<file path="src/rtl/ram_ctrl_pkg.sv">
// Shared definitions for RAM-sharing controllers: default geometry and the
// two-state init/serve encoding.
package ram_ctrl_pkg;

  localparam int DEF_N_REQ      = 2;
  localparam int DEF_DATA_WIDTH = 32;
  localparam int DEF_ADDR_WIDTH = 7;

  typedef enum logic {
    ST_INIT  = 1'b0,
    ST_SERVE = 1'b1
  } state_t;

endpackage

</file>
<file path="src/rtl/rr_pick.sv">
// Combinational round-robin selector: the first set request at or after ptr
// (modulo N) wins, and its one-hot grant and index are reported.
module rr_pick #(
  parameter int N     = 2,
  parameter int IDX_W = 1
) (
  input  logic [N-1:0]     req,
  input  logic [IDX_W-1:0] ptr,
  output logic [N-1:0]     gnt,
  output logic [IDX_W-1:0] idx,
  output logic             any
);

  always_comb begin
    int c;
    gnt = '0;
    idx = '0;
    any = 1'b0;
    c   = 0;
    for (int k = 0; k < N; k++) begin
      c = int'(ptr) + k;
      if (c >= N) c = c - N;
      if (!any && req[c]) begin
        any    = 1'b1;
        gnt[c] = 1'b1;
        idx    = IDX_W'(c);
      end
    end
  end

endmodule

</file>
<file path="src/rtl/ram_rr_arbiter.sv">
// Owns the control pins of a single-port RAM: zero-fills it after reset, then
// grants one requester per cycle in round-robin order.
module ram_rr_arbiter
  import ram_ctrl_pkg::*;
#(
  parameter int N_REQ      = DEF_N_REQ,
  parameter int Data_width = DEF_DATA_WIDTH,
  parameter int Addr_width = DEF_ADDR_WIDTH
) (
  input  logic                          clk,
  input  logic                          rst,
  input  logic [N_REQ-1:0]              req,
  input  logic [N_REQ-1:0]              req_we,
  input  logic [N_REQ*Addr_width-1:0]   req_addr,
  input  logic [N_REQ*Data_width-1:0]   req_wdata,
  output logic [N_REQ-1:0]              gnt,
  output logic [N_REQ-1:0]              rvalid,
  output logic [Data_width-1:0]         rdata,
  output logic                          init_done,
  output logic                          ram_we,
  output logic [Addr_width-1:0]         ram_address,
  output logic [Data_width-1:0]         ram_d,
  input  logic [Data_width-1:0]         ram_q,
  output state_t                        dbg_state,
  output logic [$clog2(N_REQ)-1:0]      dbg_ptr
);

  localparam int PTR_W = $clog2(N_REQ);
  localparam logic [Addr_width-1:0] CNT_MAX = '1;
  localparam logic [PTR_W-1:0]      PTR_LAST = PTR_W'(N_REQ - 1);

  state_t                  state_q, state_d;
  logic [Addr_width-1:0]   cnt_q, cnt_d;
  logic [PTR_W-1:0]        ptr_q, ptr_d;
  logic [N_REQ-1:0]        rvalid_q, rvalid_d;
  logic [Data_width-1:0]   rdata_q, rdata_d;
  logic                    init_done_q, init_done_d;

  logic [N_REQ-1:0]        pick_req;
  logic [N_REQ-1:0]        win_gnt;
  logic [PTR_W-1:0]        win_idx;
  logic                    win_any;

  // Handshake: a requester holds req (with op/addr/data stable) until it sees
  // gnt high; the request is consumed at the rising edge where gnt is high.
  // Reads answer one cycle later with an rvalid pulse; writes are not acked.
  assign pick_req = (state_q == ST_SERVE) ? req : '0;

  rr_pick #(
    .N     (N_REQ),
    .IDX_W (PTR_W)
  ) u_pick (
    .req (pick_req),
    .ptr (ptr_q),
    .gnt (win_gnt),
    .idx (win_idx),
    .any (win_any)
  );

  assign gnt = win_gnt;

  always_comb begin
    ram_we      = 1'b0;
    ram_address = '0;
    ram_d       = '0;
    if (state_q == ST_INIT) begin
      ram_we      = 1'b1;
      ram_address = cnt_q;
    end else begin
      for (int i = 0; i < N_REQ; i++) begin
        if (win_gnt[i]) begin
          ram_we      = req_we[i];
          ram_address = req_addr[i*Addr_width +: Addr_width];
          ram_d       = req_wdata[i*Data_width +: Data_width];
        end
      end
    end
  end

  always_comb begin
    state_d     = state_q;
    cnt_d       = cnt_q;
    ptr_d       = ptr_q;
    rvalid_d    = '0;
    rdata_d     = rdata_q;
    init_done_d = init_done_q;
    case (state_q)
      ST_INIT: begin
        // Counter parks at its last value so it never leaves the address range.
        if (cnt_q == CNT_MAX) begin
          state_d     = ST_SERVE;
          init_done_d = 1'b1;
        end else begin
          cnt_d = cnt_q + 1'b1;
        end
      end
      ST_SERVE: begin
        if (win_any) begin
          ptr_d = (win_idx == PTR_LAST) ? '0 : win_idx + PTR_W'(1);
          if (!ram_we) begin
            rvalid_d = win_gnt;
            rdata_d  = ram_q;
          end
        end
      end
      default: state_d = ST_INIT;
    endcase
  end

  always_ff @(posedge clk) begin
    if (rst) begin
      state_q     <= ST_INIT;
      cnt_q       <= '0;
      ptr_q       <= '0;
      rvalid_q    <= '0;
      rdata_q     <= '0;
      init_done_q <= 1'b0;
    end else begin
      state_q     <= state_d;
      cnt_q       <= cnt_d;
      ptr_q       <= ptr_d;
      rvalid_q    <= rvalid_d;
      rdata_q     <= rdata_d;
      init_done_q <= init_done_d;
    end
  end

  assign rvalid    = rvalid_q;
  assign rdata     = rdata_q;
  assign init_done = init_done_q;
  assign dbg_state = state_q;
  assign dbg_ptr   = ptr_q;

endmodule

</file>
<file path="config.mk">
export PLATFORM = sky130hd
export DESIGN_NAME = ram_rr_arbiter
export DESIGN_NICKNAME = d
export VERILOG_FILES = /design/src/rtl/ram_ctrl_pkg.sv /design/src/rtl/rr_pick.sv /design/src/rtl/ram_rr_arbiter.sv
export SDC_FILE = /design/constraint.sdc
export NUM_CORES = 1
export LEC_CHECK = 0
export CORE_AREA = 2 2 75 77
export DETAILED_ROUTE_END_ITERATION = 8
export DIE_AREA = 0 0 77 79
export DONT_BUFFER_PORTS = 1
export GPL_TIMING_DRIVEN = 1
export PLACE_DENSITY = 0.67
export SYNTH_ARGS = -nofsm -noshare
export SYNTH_HDL_FRONTEND = slang
export SYNTH_SLANG_ARGS = --single-unit
</file>
<file path="constraint.sdc">
create_clock -name clk -period 1.3 [get_ports clk]
set_clock_uncertainty 0.15 [all_clocks]
set_input_delay 0.065 -clock clk [delete_from_list [all_inputs] [get_ports clk]]
set_output_delay 0.065 -clock clk [all_outputs]
set_load 0.03 [all_outputs]
</file>
# Word-level counts from Yosys, hierarchy flattened
# Cells that the tools add are included.
# word_totals
register_bits	44
word_cells	63
# classes
addsub	5
order_cmp	6
n_eq_ne	1
muxes	31
bitwise_logic	5
reduce_logical	9
# ops
op	count
$mux W32	5
$ge A32 B1 Y1 const B	2
$lt A32 B3 Y1 const B	2
$ge A32 B3 Y1 const B	1
$sub A32 B3 Y32 const B	1
$mux W7	3
$mux W1	18
$add A7 B1 Y7 const B	1
$eq A7 B7 Y1 const B	1
$mux W2	3
$reduce_and A2 Y1	3
$not A1 Y1	4
$reduce_or A4 Y1	1
$logic_and A1 B1 Y1	3
$reduce_and A3 Y1	1
$sub A1 B2 Y3 const B	1
$add A1 B1 Y2 const B	1
$demux W1 S1	2
$ge A1 B2 Y1 const B	1
$or A2 B2 Y2	1
$add A1 B1 Y1 const B	1
$logic_not A1 Y1	1

# Logic depth before layout (Yosys ltp)
# depth
word_depth	14
ltp_mapped	6
mapped_depth_nobuf	5

# By module
# From an unflattened synthesis, not the netlist that was laid out.
# unflattened
cells_unflattened	301
hier_area_um2	2393.5
# by_module_without_submodules
module	instances	cells_each	area_each_um2	seq_area_each_um2
ram_rr_arbiter	1	296	2361.0	880.8
rr_pick	1	5	32.5	0.0

# Least setup slack after synthesis
# Ideal clock, no wire load.
# synth_timing
path_kind	reg2out
from	register (tool-made name)
to	output port ram_address[1]
arrival_ns	1.536
t_required_ns	1.085
setup_slack_ns	-0.451
path_stages_with_launch	7
path_buffers	2
cell_sequence	dfxtp_1 > nand2b_1 > nor2b_1 > buf_2 > buf_6 > a22oi_1 > o21ai_1
# synth_lines
element	line	source
to (decl)	ram_rr_arbiter.sv:21	output logic [Addr_width-1:0] ram_address,

==> run metrics <==
overall fraction of global-route tracks in use approximately 32%; Skew-Pair Late Insertion Delay approximately 290 ps; Via-to-Cell Ratio around 5.5; critical path arrival approximately 1500 ps; cell with the most instances after synthesis nand2b_1; fin. max-slew vios 0; Routability Congestion slightly above 0.9; placed cell area approximately 3100 um^2; Tightest Pin Transition 386 ps; worst rel slew slack roughly 74%; setup repair after global routing missed its margin true; worst vdd ir 0.892 mV; H-tree levels 2; register area share after synthesis a little over a third; clk buf depth 2; vias in the first global route about 2600; area fraction of the dominant cell type after synthesis between 30% and 40%; Pwr per Cell Area between 600 and 700 nW/um^2; # rows 27; setup violators final 79; synth-to-layout area growth 77.9%; final antenna-violating net count 0; CTS buffer count 5; hold_ws -59.3 ps; Synth cell types 32; Lkg Pwr roughly 0.0018 uW; global-route wire length before repair between 10000 and 15000 um; status finished with violations; Synth warnings 0; met3 Use GR between 10% and 20%; fin util 82.4%; mean routed wirelength per cell between 20 and 25 um; ant diodes 0; vias post-DR ~2500; post-layout min period 1700 ps; violated checks negative hold slack, negative setup slack; initial antenna violation count 0; R2R Path End rdata[27]; #FFs+latches synth 44; Cells after Synth 260; Async S/R FF share, synth 0%; share of layout cells above drive strength 1 about two fifths; final hold violation count 1; root buf cell clkbuf_8; largest net degree at the start of global routing between 40 and 50; DRT iter0 DRCs 95; Post-synth EDFFs 0; crit path launch type flip-flop; met2 global-route usage between 50% and 60%; Final Worst Setup Slack -395 ps; CP Max Fanout 15; Hold Crit Class primary input to flip-flop; detailed-router iteration count before antenna repair 4; CTS sink count 44; NumNets Final about 500; Synthesized Nets approximately 380; busiest grt layer met2; Area contributors post-synth dfxtp_1 36%, nand2b_1 16%, mux2i_1 13%; crit share post-route 130%; Post-Route WL 10100 um; core area about 5300 um^2; WP data required between 1000 and 1500 ps; die area 6080 um^2; I/O pin count 195; CTS tree done; die width between 70 and 80 um; most common library cells after synthesis 65 x nand2b_1, 44 x dfxtp_1, 33 x mux2i_1, 32 x a22o_1; f_max around 0.59 GHz; final instance area around 4400 um^2; hold_buf cts between 60 and 70; Worst-path clk slew around 80 ps; grt ovf 0; met1 Track Usage GR 34.5%; MaxCap Viol Count 0; CP Capture Type primary output; FF-to-FF path depth 7; Syn Area/Cell 9.51 um^2; Die Height 79 um; IO Port Bufs 0; DRC Markers 0; flop-to-flop setup slack -320 ps; Setup crit end ram_d[28]; ys flop type dfxtp_1; detailed placement HPWL just under 6000 um; Mapped Area between 2000 and 2500 um^2; cell taking the most area after synthesis dfxtp_1; crit path kind flip-flop to primary output; starting density of the core 46.3%; setup TNS -21480 ps
==> worst min path at each step <==
stage | from | cells after the start | endpoint | slack, ps
finish | req[1] | 3 | flip-flop | -60
global placement | rst | 1 | dbg_state | -10
global route | req[1] | 3 | flip-flop | -40
CTS | req[1] | 3 | flip-flop | -60
floorplan | ram_q[10] | 2 | rdata[10] | 70
detailed placement | rst | 1 | dbg_state | -10
==> where the power goes <==
group / leakage [uW] / internal, uW / switching (uW)
Combinational: 0.00134 / 219 / 121
Sequential: 0.000358 / 1350 / 8.73
Clock: 0.0000534 / 494 / 477
==> area by class of cell <==
class                      instances  area (um^2)
multi-input combinational        188         1870
timing repair buffer             136         1420
fill                             292          940
sequential                        44          896
clock buffer                       7         97.6
tap                               72         90.1
inverter                           6         22.5
clock inverter                     1         5.00
==> placed cells by master (no fill, tap or decap), drive strengths merged, types with 6 or more instances in the layout <==
| master | netlist | final |
|---|---|---|
| clkbuf | 9 | 9 |
| nand2b | 65 | 65 |
| a22oi | 7 | 7 |
| dfxtp | 44 | 44 |
| mux2i | 33 | 33 |
| inv | 6 | 6 |
| buf | 13 | 72 |
| a22o | 32 | 32 |
| dlygate4sd3 | 0 | 62 |
| nand2 | 6 | 6 |
| nor2 | 9 | 9 |
| o21ai | 6 | 6 |
==> flip-flops by register name, summed over array words and instances (netlist names), named ones only <==
name	cells
init_done	1
rdata	32
cnt_q	7
dbg_state	1
rvalid	2
==> what timing repair did <==
item	4_1_cts	5_1_grt
resized for setup	38	23
hold endpoints to repair	44	1
gates cloned	5	3
setup buffers	8	1
endpoints found under the setup margin	82	85
pin swaps	21	14
==> per-layer routing <==
| metal | routed length, um | vias to the layer above |
|---|---|---|
| met5 | 0 | - |
| met4 | 235 | 0 |
| met3 | 1150 | 21 |
| met2 | 4990 | 133 |
| met1 | 3760 | 1181 |
| li1 | - | 1156 |
==> per-stage QoR <==
step | power (uW) | cells | setup WS, ps
after global routing | 2770 | 454 | -464
final | 2670 | 454 | -395
after detailed placement | 1530 | 368 | -171
after CTS | 2650 | 452 | -407
after floorplan | 1520 | 260 | -163
after global placement | 1520 | 368 | -110
==> kinds of logic after synthesis <==
group	count (synthesis)	synth area share, %
AND/OR/NAND/NOR	93	22.5
AO/OA/AOI/OAI	58	19.0
flip-flops	44	35.6
multiplexers	33	13.4
buffers and inverters	28	8.00
XOR/XNOR	3	1.06
adder cells (fa/ha/maj)	1	0.506
==> worst max-delay path: stages (launching register included) <==
cell      delay, ps
dfxtp_4         360
nand2b_4        120
nor2b_4         240
buf_12          200
a22o_2          260
(Power assumes the default switching activity.)
